$ cat config.mk
export PLATFORM = sky130hd
export DESIGN_NAME = imm_gen_pipe
export DESIGN_NICKNAME = d
export VERILOG_FILES = /design/src/rtl/imm_gen_pipe.sv
export SDC_FILE = /design/constraint.sdc
export NUM_CORES = 1
export LEC_CHECK = 0
export CAP_MARGIN = 15
export CORE_UTILIZATION = 40
export CTS_CLUSTER_DIAMETER = 40
export CTS_CLUSTER_SIZE = 14
export DETAILED_ROUTE_END_ITERATION = 10
export GPL_TIMING_DRIVEN = 0
export HOLD_SLACK_MARGIN = 0.15
export PLACE_DENSITY = 0.69
export SLEW_MARGIN = 0
export SYNTH_ARGS = -nofsm -noshare
export SYNTH_HDL_FRONTEND = slang
export SYNTH_SLANG_ARGS = --single-unit
$ cat constraint.sdc
create_clock -name clk -period 7.7 [get_ports clk]
set_input_delay 1.54 -clock clk [delete_from_list [all_inputs] [get_ports clk]]
set_output_delay 1.54 -clock clk [all_outputs]
set_load 0.005 [all_outputs]
$ cat src/rtl/imm_gen_pipe.sv
// Pipelined RISC-V immediate generator with a 2-entry (output + skid) valid/ready stage.
// Define IMM_GEN_PIPE_ZIMM_EN to add the CSR*I zero-extended Z immediate (type 101).
module imm_gen_pipe #(
    parameter int XLEN        = 32,
    parameter bit AUTO_DECODE = 1'b1,
    parameter int TAG_W       = 32,
    parameter int CNT_W       = 16
) (
    input  logic             clk,
    input  logic             rst,
    input  logic             in_valid,
    output logic             in_ready,
    input  logic [31:0]      in_inst,
    input  logic [2:0]       in_src,
    input  logic [TAG_W-1:0] in_tag,
    output logic             out_valid,
    input  logic             out_ready,
    output logic [XLEN-1:0]  out_imm,
    output logic [TAG_W-1:0] out_tag,
    output logic             out_illegal,
    output logic [CNT_W-1:0] illegal_cnt
);

    typedef enum logic [2:0] {
        IMM_I = 3'b000,
        IMM_S = 3'b001,
        IMM_B = 3'b010,
        IMM_U = 3'b011,
        IMM_J = 3'b100,
        IMM_Z = 3'b101
    } imm_type_e;

    typedef struct packed {
        logic [XLEN-1:0]  imm;
        logic [TAG_W-1:0] tag;
        logic             ill;
    } entry_t;

    imm_type_e   w_type;
    logic        w_type_ok;
    logic [31:0] w_raw32;
    entry_t      w_new;

    entry_t r_out;
    entry_t r_skid;
    logic   r_out_valid;
    logic   r_skid_valid;
    logic   r_in_ready;
    logic [CNT_W-1:0] r_cnt;

    logic w_in_fire;
    logic w_out_fire;
    logic w_out_free;
    logic w_skid_nxt;

    // Immediate type: opcode decode or explicit selector, plus a legality flag.
    // NOTE: every always_comb output gets a default first so no path can infer a latch.
    always_comb begin
        w_type    = IMM_I;
        w_type_ok = 1'b1;
        if (AUTO_DECODE) begin
            case (in_inst[6:0])
                7'b0010011, 7'b0000011, 7'b1100111: w_type = IMM_I;
                7'b0011011:                         w_type_ok = (XLEN == 64);
                7'b0100011:                         w_type = IMM_S;
                7'b1100011:                         w_type = IMM_B;
                7'b0110111, 7'b0010111:             w_type = IMM_U;
                7'b1101111:                         w_type = IMM_J;
`ifdef IMM_GEN_PIPE_ZIMM_EN
                7'b1110011: w_type = in_inst[14] ? IMM_Z : IMM_I;
`else
                7'b1110011: w_type = IMM_I;
`endif
                default:    w_type_ok = 1'b0;
            endcase
        end else begin
            case (in_src)
                3'b000: w_type = IMM_I;
                3'b001: w_type = IMM_S;
                3'b010: w_type = IMM_B;
                3'b011: w_type = IMM_U;
                3'b100: w_type = IMM_J;
`ifdef IMM_GEN_PIPE_ZIMM_EN
                3'b101: w_type = IMM_Z;
`endif
                default: w_type_ok = 1'b0;
            endcase
        end
    end

    // Build a 32-bit signed immediate, then sign-extend it to XLEN.
    always_comb begin
        w_raw32 = 32'b0;
        case (w_type)
            IMM_I: w_raw32 = {{20{in_inst[31]}}, in_inst[31:20]};
            IMM_S: w_raw32 = {{20{in_inst[31]}}, in_inst[31:25], in_inst[11:7]};
            IMM_B: w_raw32 = {{19{in_inst[31]}}, in_inst[31], in_inst[7],
                              in_inst[30:25], in_inst[11:8], 1'b0};
            IMM_U: w_raw32 = {in_inst[31:12], 12'b0};
            IMM_J: w_raw32 = {{11{in_inst[31]}}, in_inst[31], in_inst[19:12],
                              in_inst[20], in_inst[30:21], 1'b0};
            default: w_raw32 = 32'b0;
        endcase

        w_new.imm = XLEN'($signed(w_raw32));
        if (w_type == IMM_Z)
            w_new.imm = XLEN'(in_inst[19:15]);
        if (!w_type_ok)
            w_new.imm = '0;
        w_new.tag = in_tag;
        w_new.ill = !w_type_ok;
    end

    assign w_in_fire  = in_valid && r_in_ready;
    assign w_out_fire = r_out_valid && out_ready;
    assign w_out_free = !r_out_valid || out_ready;
    // The skid only fills when the output is held; any free output slot drains it.
    assign w_skid_nxt = w_out_free ? 1'b0 : (r_skid_valid || w_in_fire);

    // NOTE: sequential state uses non-blocking assignments so every register samples pre-edge values.
    always_ff @(posedge clk or posedge rst) begin
        if (rst) begin
            r_out        <= '0;
            r_out_valid  <= 1'b0;
            r_skid_valid <= 1'b0;
            r_in_ready   <= 1'b0;
            r_cnt        <= '0;
        end else begin
            if (w_out_free) begin
                if (r_skid_valid) begin
                    r_out       <= r_skid;
                    r_out_valid <= 1'b1;
                end else if (w_in_fire) begin
                    r_out       <= w_new;
                    r_out_valid <= 1'b1;
                end else begin
                    r_out_valid <= 1'b0;
                end
            end
            r_skid_valid <= w_skid_nxt;
            r_in_ready   <= !w_skid_nxt;
            if (w_out_fire && r_out.ill && (r_cnt != '1))
                r_cnt <= r_cnt + CNT_W'(1);
        end
    end

    // NOTE: skid payload needs no reset; r_skid_valid alone qualifies it.
    always_ff @(posedge clk) begin
        if (!w_out_free && !r_skid_valid && w_in_fire)
            r_skid <= w_new;
    end

    assign in_ready    = r_in_ready;
    assign out_valid   = r_out_valid;
    assign out_imm     = r_out.imm;
    assign out_tag     = r_out.tag;
    assign out_illegal = r_out.ill;
    assign illegal_cnt = r_cnt;

endmodule

==> reports/qor.yml <==
routing:
  drc: 0
  drtPass1Iterations: 5
  detail_route.wl_per_cell_um: 17.25
  via_per_inst: 5.209
  drt-initial-drc-count: 317
  num_vias: 4865
  final_antenna_net_count: 0
  wl_um: 16110
clocking:
  cts_hold_buf: 0
  cts.sinks: 149
  cts_root_buf: "clkbuf_16"
  cts_setup_buffers: 0
  htreeDepth: 4
  cts_made_buffers: 17
  clk_pin_slew_worst_paths_ps: 50
  clock_latency_ps: 420
  cts-resized-gates: 0
  clock_path_buffers: 2
  cts_tree: "yes"
setup_path:
  slowest_stage: "nor3_2"
  crit_start: "out_ready"
  timing.rr.start: "r_skid_valid$_DFF_PP0_"
  cp.arrival_ps: 3700
  crit_path_frequent_cell: "buf_6"
  reg2regPathDepth: 6
  cp_num_cells: 7
  crit_fanout: 10
  critPathCaptureType: "flop"
  r2r_slack_ps: 5080
  r2r_end: "r_skid[25]$_DFFE_PP_"
  slowest_delay_ps: 680
  path_cells: "clkdlybuf4s50_1 -> nand2b_1 -> clkbuf_1 -> nor3_2 -> buf_6 -> buf_8 -> buf_6"
  endpoint: "r_skid[25]$_DFFE_PP_"
  crit_family: "buffers and inverters"
  cp.required_ps: 7830
  path_class: "primary input to flop"
  cp.buffers_inverters: 5
  worstSetupStartpointType: "primary input"
timing:
  slew_headroom: 0.3571
  tns_ps: 0
  rsz0062_at_grt: "no"
  tightest_slew_ps: 956.9
  fin_skew_ps: 8.442
  setup_viol: 0
  layout_min_cycle_time_ps: 3576
  slew_viol_final: 0
  period_share: 0.4644
  hold_viol_final: 0
  fmax_ghz: 0.2796
yosys:
  synthArstFlopShare: 0.5638
  syn_avg_cell_area_sq_um: 11.81
  yosys.area.top_type: "dfrtp_1"
  synth_seq_area_share: 0.6430
  synth_cell_type_count: 46
  ys_warn_count: 0
  yosys.area.top_type_share: 0.3334
  syn_nets: 606
  synth-edff-count: 65
  ys_ff_latch: 149
  mappedNetlistArea_sq_mm: 0.006305
  synth_flop_cell: "dfrtp_1"
  syn_inst: 534
  yosys-top-cells-area: "dfrtp_1 33%, edfxtp_1 31%, mux2i_1 5.2%, a21oi_1 4.8%, o21ai_0 3.6%"
floorplan:
  die_w_um: 127.5
  die_area_sq_mm: 0.01627
  num_rows: 45
  start_util: 0.4117
  die_h_um: 127.5
  io_pins: 154
  core_sq_mm: 0.01531
pwr:
  power_frac_comb: 0.207
  p_per_area_mw_per_mm2: 263.5
  switching_power_uw: 585.5
  power.leakage_uw: 0.003454
  peakVddDrop_mv: 0.1758
  pwr-share-clk: 0.354
  seqPwrFrac: 0.439
  power_switching_share: 0.2533
  internal-power_uw: 1726
global_routing:
  grt_max_degree: 52
  grt_pass1_vias: 4919
  grt-ovfl-total: 0
  grt_pass1_wl_um: 25790
  antenna_found_initial: 0
  track_usage: 0.2083
place:
  place.gp.congestion: 0.9219
  io_buffer_count: 150
  placed_cell_area_sq_mm: 0.008180
  hpwl_um: 11560
outcome:
  outcome: "finished clean"
layout:
  fill_cells: 1297
  antenna_cells: 0
  stdcell_area_sq_mm: 0.008771
  final_nets: 782
  areaGrowthSynthToFinish_pct: 39.11
  drive_above_1_share: 0.07607
hold_path:
  hold_class: "flop to flop"
job:
  maxCapViolCount: 0
## synth_stat cells (all sizes together) (2+ instances only)
master   n
xor2     2
or2      2
nand2b   4
o21ai   55
nand3    9
inv      6
nand4    5
clkbuf  20
a22oi    5
dfrtp   84
and3    24
o31ai   11
nor2    34
buf     14
or3      2
o21a    12
nand2   42
nor3     5
xnor2   11
edfxtp  65
a21oi   60
and2     7
mux2i   33
nand3b   7
## placed cells by master, fill, tap and decap left out, types with 7 or more instances in the layout
| master | instances |
|---|---|
| o21a_1 | 12 |
| o31ai_1 | 11 |
| o21ai_0 | 45 |
| and2_1 | 7 |
| mux2i_1 | 33 |
| clkdlybuf4s50_1 | 150 |
| clkbuf_1 | 23 |
| clkbuf_16 | 17 |
| nand3_1 | 9 |
| nand2_1 | 42 |
| xnor2_1 | 11 |
| and3_1 | 24 |
| edfxtp_1 | 65 |
| dfrtp_1 | 84 |
| o21ai_1 | 10 |
| a21oi_1 | 60 |
| buf_2 | 9 |
| nor2_1 | 33 |
| nand3b_1 | 7 |
## layout make-up
cell class,count,area (sq um),share of cell area
flip-flops and latches,149,4054,0.4622
multi-input cells,345,2087,0.2379
repair buffers,157,1604,0.1829
clock buffers,24,491.7,0.05606
well taps,211,264.0,0.03010
plain buffers,34,146.4,0.01669
clock inverters,8,98.84,0.01127
inverters,6,25.02,0.002853
## power by group through the flow
stage / combinational (uW) / clock (uW) / sequential [uW]
final: 479 / 819 / 1010
after detailed placement: 483 / 0 / 1030
after global placement: 465 / 0 / 1030
after global routing: 523 / 866 / 1030
after CTS: 485 / 832 / 1010
after floorplan: 174 / 0 / 1030
## layer usage
metal  track usage  vias to the layer above  wire (um)  share of wire
li1              -                     2287          -              -
met1        0.2832                     2351       7301           0.45
met2        0.3259                      205       7478           0.46
met3       0.04816                       22       1104          0.069
met4       0.07633                        0        225          0.014
met5             0                        -          0              0
## flip-flops by register name, summed over array words and instances (netlist names)
name	cells
out_valid	1
illegal_cnt	16
r_skid_valid	1
out_tag	32
r_skid	65
in_ready	1
out_illegal	1
out_imm	32
## worst min path at each step
stage / from / end / cells past startpoint
finish: out_tag[6]$_DFFE_PP0P_ / out_tag[6]$_DFFE_PP0P_ / 2
global route: out_imm[23]$_DFFE_PP0P_ / out_imm[23]$_DFFE_PP0P_ / 1
CTS: out_tag[1]$_DFFE_PP0P_ / out_tag[1]$_DFFE_PP0P_ / 2
detailed placement: out_tag[1]$_DFFE_PP0P_ / out_tag[1]$_DFFE_PP0P_ / 2
global placement: out_tag[3]$_DFFE_PP0P_ / out_tag[3]$_DFFE_PP0P_ / 2
floorplan: out_tag[0]$_DFFE_PP0P_ / out_tag[0]$_DFFE_PP0P_ / 2
## worst min-delay path: stages (launching register included)
cell,delay [ps]
dfrtp_1,340
nand2_1,40
o21ai_0,60
## stage by stage
step,power (uW),std cells,setup WS [ps],utilization,hold WS (ps)
after floorplan,1202,534,799.4,-,473.3
after global placement,1493,895,-2090,0.5270,460.2
after detailed placement,1511,902,3673,0.5342,469.8
after CTS,2332,934,4112,0.5727,482.5
after global routing,2417,934,4009,0.5727,508.8
final,2311,934,4124,0.5727,476.0
## logic make-up after synthesis
group	share of synthesized area
AO/OA/AOI/OAI	0.1377
XOR/XNOR	0.01806
adder cells (fa/ha/maj)	0.001984
buffers and inverters	0.02679
flip-flops	0.6430
multiplexers	0.05418
AND/OR/NAND/NOR	0.1183
Power figures use the tool's default switching activity.
